$ cat src/rtl/pwm_capture.sv
// Multi-channel PWM duty/period decoder: shared tick prescaler feeding one
// measurement lane per input, each with synchroniser, phase counters and timeout.
module pwm_capture_lane #(
  parameter int RES = 8
) (
  input  logic           clk,
  input  logic           reset,
  input  logic           tick,
  input  logic           pwm_in,
  output logic [RES-1:0] dc,
  output logic [RES:0]   period,
  output logic           valid,
  output logic           stuck
);
  localparam int W = RES + 1;
  localparam logic [W-1:0]   ONES   = '1;
  localparam logic [RES-1:0] DMAX   = '1;
  localparam logic [W-1:0]   DMAX_W = {1'b0, DMAX};

  typedef enum logic [1:0] {IDLE, HIGH, LOW, STUCK} state_t;

  state_t         state_q, state_d;
  logic           s1_q, s1_d, s2_q, s2_d, s3_q, s3_d;
  logic [W-1:0]   high_q, high_d, low_q, low_d, idle_q, idle_d;
  logic [RES-1:0] dc_q, dc_d;
  logic [W-1:0]   per_q, per_d;
  logic           valid_q, valid_d, stuck_q, stuck_d;

  logic           rise, fall, any_edge, timeout;
  logic [W-1:0]   high_inc, low_inc, idle_inc, low_fin;
  logic [W:0]     sum;

  always_comb begin
    rise     = s2_q & ~s3_q;
    fall     = ~s2_q & s3_q;
    any_edge = rise | fall;
    high_inc = (high_q == ONES) ? high_q : high_q + 1'b1;
    low_inc  = (low_q  == ONES) ? low_q  : low_q  + 1'b1;
    idle_inc = (idle_q == ONES) ? idle_q : idle_q + 1'b1;
    // the tick landing on the closing rise still belongs to the low phase
    low_fin  = tick ? low_inc : low_q;
    sum      = {1'b0, high_q} + {1'b0, low_fin};
    // idle_q at all-ones plus this tick makes 2^W ticks without an edge
    timeout  = tick & (idle_q == ONES) & ~any_edge & (state_q != STUCK);

    s1_d    = pwm_in;
    s2_d    = s1_q;
    s3_d    = s2_q;
    state_d = state_q;
    high_d  = high_q;
    low_d   = low_q;
    idle_d  = any_edge ? '0 : (tick ? idle_inc : idle_q);
    dc_d    = dc_q;
    per_d   = per_q;
    valid_d = 1'b0;
    stuck_d = stuck_q;

    if (timeout) begin
      state_d = STUCK;
      stuck_d = 1'b1;
      dc_d    = s2_q ? DMAX : '0;
      per_d   = '0;
      valid_d = 1'b1;
    end else begin
      case (state_q)
        IDLE: if (rise) begin
          state_d = HIGH;
          high_d  = '0;
          low_d   = '0;
        end
        HIGH: begin
          if (tick) high_d = high_inc;
          if (fall) state_d = LOW;
        end
        LOW: begin
          if (rise) begin
            dc_d    = (high_q > DMAX_W) ? DMAX : high_q[RES-1:0];
            per_d   = (sum > {1'b0, ONES}) ? ONES : sum[W-1:0];
            valid_d = 1'b1;
            high_d  = '0;
            low_d   = '0;
            state_d = HIGH;
          end else begin
            low_d = low_fin;
          end
        end
        STUCK: begin
          if (rise) begin
            state_d = HIGH;
            high_d  = '0;
            low_d   = '0;
            stuck_d = 1'b0;
          end else if (fall) begin
            state_d = IDLE;
            stuck_d = 1'b0;
          end
        end
        default: state_d = IDLE;
      endcase
    end
  end

  always_ff @(posedge clk or negedge reset) begin
    if (!reset) begin
      state_q <= IDLE;
      s1_q    <= 1'b0;
      s2_q    <= 1'b0;
      s3_q    <= 1'b0;
      high_q  <= '0;
      low_q   <= '0;
      idle_q  <= '0;
      dc_q    <= '0;
      per_q   <= '0;
      valid_q <= 1'b0;
      stuck_q <= 1'b0;
    end else begin
      state_q <= state_d;
      s1_q    <= s1_d;
      s2_q    <= s2_d;
      s3_q    <= s3_d;
      high_q  <= high_d;
      low_q   <= low_d;
      idle_q  <= idle_d;
      dc_q    <= dc_d;
      per_q   <= per_d;
      valid_q <= valid_d;
      stuck_q <= stuck_d;
    end
  end

  assign dc     = dc_q;
  assign period = per_q;
  assign valid  = valid_q;
  assign stuck  = stuck_q;
endmodule

module pwm_capture #(
  parameter int SysClk     = 125000000,
  parameter int PWMFreq    = 50,
  parameter int Resolution = 8,
  parameter int NPWM       = 5,
  parameter int TickDiv    = SysClk / (PWMFreq * (2 ** Resolution))
) (
  input  logic                           clk,
  input  logic                           reset,
  input  logic [NPWM-1:0]                PWMIn,
  output logic [NPWM*Resolution-1:0]     DC_bus,
  output logic [NPWM*(Resolution+1)-1:0] Period_bus,
  output logic [NPWM-1:0]                Valid,
  output logic [NPWM-1:0]                Stuck
);
  localparam int CW = (TickDiv > 1) ? $clog2(TickDiv) : 1;
  localparam logic [CW-1:0] CMAX = CW'(TickDiv - 1);

  logic [CW-1:0] cnt_q, cnt_d;
  logic          tick;

  always_comb begin
    tick  = (cnt_q == CMAX);
    cnt_d = tick ? '0 : cnt_q + 1'b1;
  end

  always_ff @(posedge clk or negedge reset) begin
    if (!reset) cnt_q <= '0;
    else        cnt_q <= cnt_d;
  end

  for (genvar i = 0; i < NPWM; i++) begin : g_lane
    pwm_capture_lane #(.RES(Resolution)) u_lane (
      .clk    (clk),
      .reset  (reset),
      .tick   (tick),
      .pwm_in (PWMIn[i]),
      .dc     (DC_bus[i*Resolution +: Resolution]),
      .period (Period_bus[i*(Resolution+1) +: Resolution+1]),
      .valid  (Valid[i]),
      .stuck  (Stuck[i])
    );
  end
endmodule
$ cat config.mk
export PLATFORM = sky130hd
export DESIGN_NAME = pwm_capture
export DESIGN_NICKNAME = d
export VERILOG_FILES = /design/src/rtl/pwm_capture.sv
export SDC_FILE = /design/constraint.sdc
export NUM_CORES = 1
export LEC_CHECK = 0
export CELL_PAD_IN_SITES_DETAIL_PLACEMENT = 0
export CELL_PAD_IN_SITES_GLOBAL_PLACEMENT = 1
export CORE_UTILIZATION = 51
export DETAILED_ROUTE_END_ITERATION = 12
export PLACE_DENSITY = 0.95
export SYNTH_ARGS = -nofsm -noshare
export SYNTH_HDL_FRONTEND = slang
export SYNTH_SLANG_ARGS = --single-unit
$ cat constraint.sdc
create_clock -name clk -period 12.5 [get_ports clk]
set_input_delay 1.875 -clock clk [delete_from_list [all_inputs] [get_ports clk]]
set_output_delay 1.875 -clock clk [all_outputs]
set_load 0.02 [all_outputs]
==> results list, run 1 <==
* Vias per cell: about 6.1
- Summed over all instances, the cell type with the most area after synthesis is sky130_fd_sc_hd__dfrtp_1.
* TritonCTS clock tree: done
* Type of element capturing the critical path: register
- Detailed-route DRC error count: 0
- In this run the number of H-tree levels came out at 1.
* Worst-path maximum fanout: slightly above 40
- Timing would allow up to about 0.23 GHz.
- The first global-routing pass estimated 60,510 um of wire.
- Mean instance size in the synthesized netlist: 9.806 um^2
- Clock period minus worst slack: roughly 4.4 ns
- Synth Flop Type: sky130_fd_sc_hd__dfrtp_1
* Remaining max-slew budget at the tightest pin: 11.79%
- The synthesized design contains approximately 270 register bits.
- After synthesis, the share of flip-flops with an asynchronous set or reset is 100.0%.
- Detailed placement finished with a half-perimeter wire length of around 25,000 um.
- Resized cells post-CTS: 0
- Post-synthesis cell area: between 15,000 and 20,000 um^2
* Effective utilization at floorplan: approximately 52%
* Root cell of the clock tree: sky130_fd_sc_hd__clkbuf_16
- Once placement completed, the tool counted placed cells totaling around 2,100.
- Number of setup violations in the final report: 0
- In this run the vertical extent of the chip is about 180 um.
* Post-synthesis instance total: around 1,600
* Worst-path clk slew: around 0.060 ns
* Fin Setup TNS: 0 ns
* Number of setup buffers added after CTS: 0
- Sequential share of the synthesized area: 41.63%
* Most used standard cell by instance count after synthesis: sky130_fd_sc_hd__dfrtp_1
- Cells taking the most area after synthesis: sky130_fd_sc_hd__dfrtp_1, sky130_fd_sc_hd__ha_1, sky130_fd_sc_hd__xor2_1
* Buffers added on ports: 101
- The later pin in the worst-skew pair is clocked with a latency of roughly 0.55 ns.
- Worst-margin pin slew: approximately 1.3 ns
- Core area: 30,910 um^2
- ANT nets after route: 0
- Number of pins exceeding their max-slew limit in the final report: 0
* Nets in the synthesized netlist: between 1,500 and 2,000
- At the end of routability-driven placement, the weighted congestion stood at 0.8747.
* Worst clock skew: roughly 0.013 ns
- Total power divided by cell area: 149.0 nW/um^2
* End point of the critical path: g_lane[0].u_lane.period[6]
- In the global route stage, overall resource usage came out at 21.71%.
- Cell type of the slowest stage on the worst timing path: sky130_fd_sc_hd__a221oi_1
- Peak per-stage delay on the critical path: roughly 0.8 ns
- The number of antenna violations at the first check in global routing came to 0.
- For the worst setup path, the data arrival time is 4.79 ns.
* Switching fraction of total power: between 30% and 40%
- Relative to the synthesized area, the layout overhead comes to 13.20%.
* Sw power: about 0.94 mW
- Measured along the x axis, the die boundary spans 180.1 um.
* Levels on crit path: 13
- Reported leakage power: around 9 nW
- Combinational logic burns a little under a third of the power.
- Depth of the most critical reg-to-reg path: 13
* Buffers plus inverters on the worst setup path: 2
- Setup slack on the worst reg-to-reg path comes out at slightly above 8 ns.
* Final Cycle Share: a little over a third
* Proportion of power drawn by flip-flops and latches: between 30 and 40%
- Status: finished clean
- Total Nets Final: between 1,500 and 2,000
* Number of cell rows: 64
* Total wire length after detailed routing: between 30,000 and 40,000 um
- Non-filler instance count after layout: 2,132
- IR analysis of the VDD net gives a maximum drop of around 0.11 mV.
- Final Hold Violating Endpoints: 0
* Pin count of the biggest net entering global routing: 85
- The die covers roughly 32,000 um^2.
- Start point of the critical path: cnt_q[0]
- # IOs: 102
- Wire length per cell after detailed routing: roughly 17 um
- In this run the most critical hold path is launched from g_lane[3].u_lane.s1_q.
* Cts-stage hold buffer count: 0
- Number of synthesized flops with an enable pin: 0
- Final-layout worst hold slack: ~0.35 ns
* TritonRoute pass-1 iters: 5
- Grouping stages by cell kind, the critical path spends the most delay in compound AO/OA/AOI/OAI gates.
- Clk sink count: approximately 270
- Total chip power: about 2.7 mW
* Hold/Removal Path Class: reg -> reg
- Reg-to-reg critical path endpoint: g_lane[0].u_lane.period[6]
- Number of warning messages in the yosys log: 0
* Vias after detailed routing: about 13,000
- Launching point of the worst reg2reg path: cnt_q[0]
- At the worst endpoint, the required time is roughly 13 ns.
- Iter 0 DRT Violations: around 740
- Ratio of cells with drive above 1 in the final layout: 5.242%
* Portion of total power attributed to the clock network: between 30 and 40%
* Setup CP Type: reg -> reg
- Synth unique cells: between 70 and 80
- In this run the biggest area consumer among cell types represents 41.63% of the synthesized area.
- Nature of the critical path startpoint: register
- No sink is reached through more buffers than the 3 on the longest clock path.
- Cts bufs inserted: 29
- Via count of the first global-routing pass: 12,540
- Walking the worst path, the cells encountered are inv_1 > ha_1 > and4bb_1 > nand4b_1 > buf_4 > nor2_1 > mux2_2 > ha_1 > a211oi_1 > o21ai_0 > a221oi_1 > or4bb_1 > a22o_1.
* Unrepaired setup endpoints after global routing: no
* Max capacitance violation total: 0
* GRT Residual Overflow: 0
- Library cell appearing most often on the critical path: sky130_fd_sc_hd__ha_1
- Inserted Diodes: 0
* Most used standard cells in the synthesized netlist: sky130_fd_sc_hd__dfrtp_1, sky130_fd_sc_hd__ha_1, sky130_fd_sc_hd__nand2_1
- Cell internal power was estimated by the tool at around 1.8 mW.
## power groups by stage
stage / clock network [mW] / logic (mW) / registers, mW
floorplan: 0 / 0.508 / 1.11
global placement: 0 / 0.795 / 1.07
detailed placement: 0 / 0.813 / 1.08
CTS: 0.862 / 0.818 / 1.06
global route: 0.901 / 0.906 / 1.08
finish: 0.846 / 0.819 / 1.06
## worst min-delay path by stage
| stage | end | cells past startpoint |
|---|---|---|
| after floorplan | g_lane[0].u_lane.s2_q | 0 |
| after global routing | g_lane[3].u_lane.s2_q | 0 |
| after global placement | g_lane[2].u_lane.s2_q | 0 |
| after detailed placement | g_lane[3].u_lane.s2_q | 0 |
| final | g_lane[3].u_lane.s2_q | 0 |
| after CTS | g_lane[3].u_lane.s2_q | 0 |
## registers in the layout (all words and copies together) (netlist names)
name / flops
g_lane.u_lane.s3_q: 5
g_lane.u_lane.stuck: 5
g_lane.u_lane.low_q: 45
g_lane.u_lane.period: 45
g_lane.u_lane.idle_q: 45
cnt_q: 14
g_lane.u_lane.s1_q: 5
g_lane.u_lane.valid: 5
g_lane.u_lane.high_q: 45
g_lane.u_lane.state_q: 10
g_lane.u_lane.s2_q: 5
g_lane.u_lane.dc: 40
## cell usage in the layout (no fill, tap or decap), drive strengths merged, types with 8 or more instances in the layout
cell / count
a22o: 46
o41ai: 11
a21boi: 13
and3: 43
nor3: 38
nor2: 106
clkbuf: 47
o22ai: 11
xnor2: 26
inv: 65
dfrtp: 269
nand2b: 41
a41oi: 19
nand4: 23
o221ai: 8
o21ai: 102
a21o: 31
o211ai: 33
or3: 8
buf: 8
a221o: 18
o2bb2ai: 23
a211oi: 18
and2: 45
nor4: 15
nand3: 50
a31oi: 28
nor2b: 11
nand2: 109
or2: 9
mux2i: 14
a21oi: 39
ha: 117
mux2: 19
xor2: 63
nor3b: 13
nor4b: 11
o31ai: 10
clkdlybuf4s50: 100
## metal layers
| metal | routed length, um | track usage, % | vias to the layer above |
|---|---|---|---|
| li1 | - | - | 6233 |
| met1 | 16550 | 29.68 | 6354 |
| met2 | 16770 | 37.06 | 284 |
| met3 | 1302 | 2.385 | 46 |
| met4 | 665 | 5.060 | 0 |
| met5 | 0 | 0 | - |
## metrics by stage
stage	area (um^2)	setup slack [ns]	util, %
final	18310	8.144	59.22
after global placement	17370	8.307	56.21
after floorplan	16170	8.582	-
after CTS	18310	8.158	59.22
after global routing	18310	7.705	59.22
after detailed placement	17370	8.178	56.21
## cells by family (layout without fill, tap and decap cells)
group,after synthesis,count (layout),synth area share [%]
multiplexers,33,33,2.190
AO/OA/AOI/OAI,462,462,20.62
AND/OR/NAND/NOR,535,535,17.35
XOR/XNOR,89,89,4.821
adder cells (fa/ha/maj),122,122,9.672
buffers and inverters,139,226,3.722
flip-flops,269,269,41.63
## area by class of cell
cell class	count	area, um^2
Multi-Input combinational cell	1241	8837
Clock buffer	47	843.3
Inverter	64	240.2
Clock inverter	7	88.84
Tap cell	396	495.5
Sequential cell	269	6731
Fill cell	2627	12600
Timing Repair Buffer	108	1069
Power figures use the tool's default switching activity.
==> inputs of run 2 (changes only) <==
- CORE_UTILIZATION: 51 -> 43
- PLACE_DENSITY: 0.95 -> 0.89
- clock period: 12.5 -> 3.7 ns (I/O delays scaled with it)
==> run 2 against run 1 <==
The run now ends with hold timing left; clock skew grew 0.0038 ns; sequential power grew to 3.4 times the previous value; core utilization shrank 7.8 points; setup slack lost 8.0 ns; clock power grew to 3.9 times the previous value; critical endpoint unchanged.
==> results list, run 2 (same netlist as run 1, synthesis figures left out) <==
* Number of setup violations in the final report: 0
- Cell area after placement: roughly 18,000 um^2
- The number of hold violations in the final report was 3.
- The routed design has 36,930 um of wire.
- Commonest cells after routing, fill and taps aside: sky130_fd_sc_hd__dfrtp_1, sky130_fd_sc_hd__ha_1, sky130_fd_sc_hd__nand2_1
- In this run the post-CTS setup repair buffer count came out at 0.
- Number of cell rows: 70
* Vias per cell: 5.803
- Routability-driven placement finished with a final weighted congestion of around 0.85.
* Total Nets Final: between 1,500 and 2,000
- Entering global routing, the biggest net connects around 90 pins.
- Non-filler instance count after layout: 2,242
- Unrepaired setup endpoints after global routing: yes
- Clock period minus worst slack: 3.566 ns
- The tool flagged a number of max-cap violations equal to 0.
- The internal power of the cells totals roughly 6.4 mW.
* Final-layout worst hold slack: -0.01497 ns
- Worst-margin pin slew: 1.190 ns
- Portion of total power attributed to the clock network: between 30% and 40%
- In this run the number of H-tree levels came out at 1.
- Core area: around 37,000 um^2
- In this run the critical register-to-register path is launched from cnt_q[0].
- Cell type of the slowest stage on the worst timing path: sky130_fd_sc_hd__dfrtp_1
- STA classifies the critical path startpoint as a register.
- The signal on the critical path passes through inv_1 > ha_1 > and4bb_1 > nand4b_1 > buf_4 > nor4b_1 > xor2_1 > ha_1 > a21oi_1 > o21ai_0 > a221oi_2 > or4bb_1 > a22o_1.
- The detailed router finished its first iteration with 756 violations.
- CP Data Arrival Time: 4.03 ns
* Setup slack at placement: roughly 0.089 ns
- Type of element capturing the critical path: register
- Fill count: between 3,000 and 4,000
* Peak per-stage delay on the critical path: between 0.4 and 0.5 ns
- Switching fraction of total power: between 30% and 40%
* Cts bufs inserted: 31
- Across the VDD grid, the largest voltage drop is 0.3519 mV.
* Final Cycle Share: between 90% and 100%
* Ratio of cells with drive above 1 in the final layout: about 8.6%
- Fin Setup TNS: 0 ns
* Vias after detailed routing: about 13,000
* TritonCTS clock tree: done
- The worst register-to-register path ends at g_lane[0].u_lane.period[6].
- In the routed design, unresolved DRC markers number 0.
- Die Height: 195.9 um
- Headroom to the max-slew limit came out at between 20% and 30%.
- The design draws about 9.6 mW.
* Data required time at the worst endpoint: between 4 and 5 ns
* Buffer levels on the longest clock path: 3
- Clock latency on the worst-skew pair, taken at its later pin, is approximately 0.57 ns.
- The number of global-route vias before repair is ~13,000.
- Clock-pin slew was measured on the worst setup and hold paths at approximately 0.060 ns.
- Buffers added on ports: 101
- The critical path in this run is classified as reg -> reg.
* DP HPWL: 25,630 um
- The first global-routing pass estimated approximately 63,000 um of wire.
- Timing-limited maximum frequency: 0.2804 GHz
- Dividing the detail-routed wire length by the instance count gives 16.47 um.
- ANT nets after route: 0
- The number of antenna violations at the first check in global routing came to 0.
- For the worst flop-to-flop path, the logic depth is 13.
- Die area: between 30,000 and 40,000 um^2
* Hold/Removal Path Class: in -> async
- Once the floorplan was initialized, standard cells occupied a little over two fifths of the core.
- The number of placed instances, taps included, is about 2,200.
* Inserted Diodes: 0
- The checks that failed: hold timing.
- Number of pins exceeding their max-slew limit in the final report: 0
- The clock drives roughly 270 sinks.
* Worst clock skew: 0.01665 ns
- In this run the horizontal extent of the chip is a little under 200 um.
* Sw power: around 3.2 mW
- Root cell of the clock tree: sky130_fd_sc_hd__clkbuf_16
- In this design, the critical path's most frequently occurring cell is sky130_fd_sc_hd__ha_1.
* Overall Global Routing Usage: between 10% and 20%
* Worst-path maximum fanout: 11
- # IOs: around 100
- Area growth syn-to-layout: 17.08%
* Post-route standard cell area excluding fillers: between 15,000 and 20,000 um^2
* Multi-input combinational cell area: 8905 um^2
- The flow ran to the end, but the final reports show violations.
- Proportion of power drawn by flip-flops and latches: a little under two fifths
- Reg area: around 6700 um^2
- At the end of the flow the core is filled with cells to between 50% and 60%.
- Setup slack on the worst flop-to-flop path: roughly 0.13 ns
- Summed over all layers, the global routing overflow is 0.
- Final worst setup slack: 0.1336 ns
- Cts-stage hold buffer count: 0
- The library cell used most frequently in the layout, excluding fill and tap cells, is sky130_fd_sc_hd__dfrtp_1.
- For this run, the detailed router's first-pass iteration total came to 7.
- Summed over all cells, the static leakage comes to between 9 and 10 nW.
* Combinational cell fraction of total power: 29.0%
- Total power divided by cell area: between 500 and 600 nW/um^2
==> run 2: worst max-delay path by stage <==
stage | startpoint | end | slack (ns) | depth (start not counted)
5_1_grt | cnt_q[0] | g_lane[0].u_lane.period[6] | -0.10 | 13
3_5_place_dp | cnt_q[0] | g_lane[4].u_lane.period[6] | 0.09 | 16
3_3_place_gp | cnt_q[0] | g_lane[0].u_lane.period[6] | 0.14 | 15
2_1_floorplan | cnt_q[0] | g_lane[0].u_lane.period[6] | -0.05 | 14
6_report | cnt_q[0] | g_lane[0].u_lane.period[6] | 0.13 | 13
4_1_cts | cnt_q[0] | g_lane[0].u_lane.period[6] | 0.08 | 15
==> run 2: layout make-up <==
type	count	share of cell area, %
clock buffers	45	4.956
multi-input cells	1241	47.03
well taps	468	3.093
inverters	64	1.269
flip-flops and latches	269	35.55
repair buffers	142	7.190
clock inverters	13	0.9054
==> run 2: what timing repair did <==
| action | CTS | global route |
|---|---|---|
| gates resized for setup | 0 | 14 |
| hold endpoints to repair | 0 | 0 |
| endpoints found under the setup margin | 0 | 14 |
==> run 2: power by group through the flow <==
stage | Combinational [mW] | Clock [mW] | Sequential [mW]
floorplan | 1.72 | 0 | 3.75
global placement | 2.71 | 0 | 3.62
detailed placement | 2.78 | 0 | 3.63
CTS | 2.79 | 3.36 | 3.58
global route | 3.11 | 3.48 | 3.63
finish | 2.79 | 3.27 | 3.58
==> run 2: metal layers <==
metal  global-route usage (%)  wire (um)
met5                        0          0
met4                    4.514        516
met3                    2.458       1430
met2                    32.28      17560
met1                    26.91      17420
==> run 2: critical path: cells and delay by family, from the launching register on <==
family / cells / cell delay (ns)
AND/OR/NAND/NOR: 4 / 1.10
AO/OA/AOI/OAI: 4 / 0.83
adder cells (fa/ha/maj): 2 / 0.46
flip-flops: 1 / 0.42
XOR/XNOR: 1 / 0.36
buffers and inverters: 2 / 0.30
==> inputs of run 3 (changes only) <==
- CELL_PAD_IN_SITES_DETAIL_PLACEMENT: 0 -> not set
- CELL_PAD_IN_SITES_GLOBAL_PLACEMENT: 1 -> not set
- CORE_UTILIZATION: 43 -> 55
- PLACE_DENSITY: 0.89 -> 0.78
==> run 3 against run 2 <==
The run still ends with hold timing left; via count grew 0.91%; global-route usage rose by 4.5 points; first-iteration DRC count grew 20%; cell area decreased by 0.52%; register-to-register slack improved by 0.02 ns; largest cell class unchanged; cell count decreased by 3.9%.
==> results list, run 3 (same netlist as run 1, synthesis figures left out) <==
- Cts-stage hold buffer count: 0
- Start point of the critical path: cnt_q[0]
- Counting every sink on the clock net gives 269.
- The routed layout has approximately 13,000 vias.
* Number of cell rows: 62
- By instance count, the cell type seen most on the critical path is sky130_fd_sc_hd__buf_6.
- Horizontal die dimension: between 150 and 200 um
* Worst clock skew: ~0.033 ns
- Root cell of the clock tree: sky130_fd_sc_hd__clkbuf_16
- Summed over all cells, the static leakage comes to just over 9 nW.
- Buffers added on ports: 101
- Nature of the critical path startpoint: register
- After detailed routing, the total wire length is 36,190 um.
- At the pin with the least slew margin, the transition time is around 1.3 ns.
* Later-pin clock latency in the skew report: between 0.5 and 0.6 ns
- Depth of the most critical reg-to-reg path: 14
- Data required time at the worst endpoint: roughly 4.2 ns
- The tool flagged a number of max-cap violations equal to 0.
* Number of setup violations in the final report: 0
* Antenna violations before repair: 0
* TritonRoute pass-1 iters: 5
- Total power divided by cell area: about 500 nW/um^2
- Worst-path maximum fanout: 8
* Setup slack on the worst flop-to-flop path: 0.15 ns
* End point of the critical path: g_lane[0].u_lane.period[6]
* Cell chain of the critical path: inv_1 > ha_1 > and4bb_1 > nand4b_1 > buf_6 > buf_6 > nor3b_4 > xor2_1 > ha_2 > o211ai_1 > o21ai_2 > a221oi_2 > or4bb_1 > a22o_1
* Timing-limited maximum frequency: roughly 0.28 GHz
- Final Hold Violating Endpoints: 6
- Fill cells in the final layout number 2,328.
- 0 antenna diodes ended up in the layout.
* Via count of the first global-routing pass: between 10,000 and 15,000
* DP HPWL: around 25,000 um
- The worst register-to-register path begins at cnt_q[0].
- Die Height: 173.5 um
- Core area: around 29,000 um^2
* Number of pins exceeding their max-slew limit in the final report: 0
- During I/O placement, the number of pins put on the boundary was approximately 100.
- Cells fill 65.44% of the core in the end.
- At the end of the flow, the number of nets in the layout was 1,875.
- In the final routed layout, each cell accounts on average for roughly 17 um.
- The initial utilization of the core area, before any placement, comes to 56.19%.
- Detailed-route DRC error count: 0
- Levels on crit path: 14
* Last weighted congestion value of the routability-driven placer: 0.9225
- Most frequent standard cell in the layout excluding fill and tap cells: sky130_fd_sc_hd__dfrtp_1
- In the layout the commonest cells are sky130_fd_sc_hd__dfrtp_1, sky130_fd_sc_hd__ha_1, sky130_fd_sc_hd__nand2_1.
* Cell type of the slowest stage on the worst timing path: sky130_fd_sc_hd__or4bb_1
- The run finished, with violations left.
* Type of element capturing the critical path: register
* Global-route wire length before repair: about 61,000 um
- After clock tree synthesis, the clock-pin slew on the worst setup and hold paths is ~0.06 ns.
- Cts bufs inserted: 30
* CP Data Arrival Time: roughly 4.0 ns
- GRT Residual Overflow: 0
- For this run, the slowest stage of the critical path takes between 0.4 and 0.5 ns.
* Remaining max-slew budget at the tightest pin: 12.92%
* Setup slack at placement: 0.007202 ns
- Final-layout worst hold slack: -0.02351 ns
- The detail route stage leaves a number of antenna-violating nets equal to 0.
* CP top delay family: simple AND/OR/NAND/NOR gates
- The area growth from synthesis to layout is 16.47%.
- Overall Global Routing Usage: 23.93%
* Pin count of the biggest net entering global routing: 95
- Final Cycle Share: a little over nine tenths
* Setup CP Type: reg -> reg
- Die area: between 30,000 and 40,000 um^2
* Vias per cell: about 6
- The endpoint identified for the worst register-to-register timing path is g_lane[0].u_lane.period[6].
- The critical path contains buffers and inverters numbering 3 combined.
* Level count of the clock H-tree: 1
- Final worst setup slack: ~0.15 ns
- TritonCTS clock tree: done
- Violations in the final reports: hold timing
* Clock period minus worst slack: 3.547 ns
- Buffer levels on the longest clock path: 3
- The post-route netlist has 9.322% of its cells at a drive strength greater than 1.
- VDD sags by at most 0.4209 mV.
* Hold/Removal Path Class: in -> async
* Iter 0 DRT Violations: 910
-- run 3: worst min-delay path by stage --
| stage | end | depth (start not counted) | slack (ns) |
|---|---|---|---|
| final | g_lane[0].u_lane.dc[1] | 1 | -0.02 |
| after global routing | g_lane[0].u_lane.dc[1] | 1 | 0.05 |
| after CTS | g_lane[0].u_lane.dc[1] | 1 | 0.02 |
| after detailed placement | g_lane[0].u_lane.s2_q | 0 | 0.34 |
| after global placement | g_lane[1].u_lane.s2_q | 0 | 0.33 |
| after floorplan | cnt_q[0] | 0 | 0.26 |
-- run 3: cell type report --
cell class                 count  area (um^2)  area share [%]
clock buffer                  30        750.7           3.986
clock inverter                26        270.3           1.435
inverter                      64        240.2           1.275
multi-input combinational   1241         9000           47.78
sequential                   269         6731           35.74
tap                          384        480.5           2.551
timing repair buffer         140         1361           7.228
-- run 3: metrics by stage --
stage	total power, mW	instances	area (um^2)	hold WS [ns]	setup TNS (ns)
after detailed placement	6.364	2091	17600	0.3389	0
final	9.432	2154	18830	-0.02351	0
after global routing	9.933	2154	18830	0.05198	-0.1109
after global placement	6.292	2091	17600	0.3333	0
after floorplan	5.466	1649	16180	0.2594	-0.05185
after CTS	9.457	2147	18620	0.02213	0
-- run 3: routing by layer --
layer	share of wire (%)	wire (um)	up-vias	GRT usage (%)
li1	-	-	6303	-
met1	46	16530	6475	32.65
met2	48	17510	298	40.71
met3	3.7	1337	52	2.412
met4	2.2	814	0	6.379
met5	0	0	-	0
-- run 3: power breakdown --
part / total [mW] / internal [mW] / switching [mW]
Sequential: 3.59 / 3.26 / 0.330
Combinational: 2.80 / 1.12 / 1.67
Clock: 3.05 / 1.77 / 1.28
Total: 9.43 / 6.15 / 3.28
-- run 3: repair_timing --
action,CTS,global route
gates resized for setup,0,39
setup buffers,0,7
endpoints found under the hold margin,0,0
setup endpoints to repair,0,31
-- run 3: worst register-to-register path, stage by stage, from the launching register on --
cell                       delay [ns]
sky130_fd_sc_hd__dfrtp_1         0.41
sky130_fd_sc_hd__inv_1           0.07
sky130_fd_sc_hd__ha_1            0.14
sky130_fd_sc_hd__and4bb_1        0.20
sky130_fd_sc_hd__nand4b_1        0.18
sky130_fd_sc_hd__buf_6           0.21
sky130_fd_sc_hd__buf_6           0.14
sky130_fd_sc_hd__nor3b_4         0.17
sky130_fd_sc_hd__xor2_1          0.23
sky130_fd_sc_hd__ha_2            0.35
sky130_fd_sc_hd__o211ai_1        0.25
sky130_fd_sc_hd__o21ai_2         0.12
sky130_fd_sc_hd__a221oi_2        0.30
sky130_fd_sc_hd__or4bb_1         0.43
sky130_fd_sc_hd__a22o_1          0.21
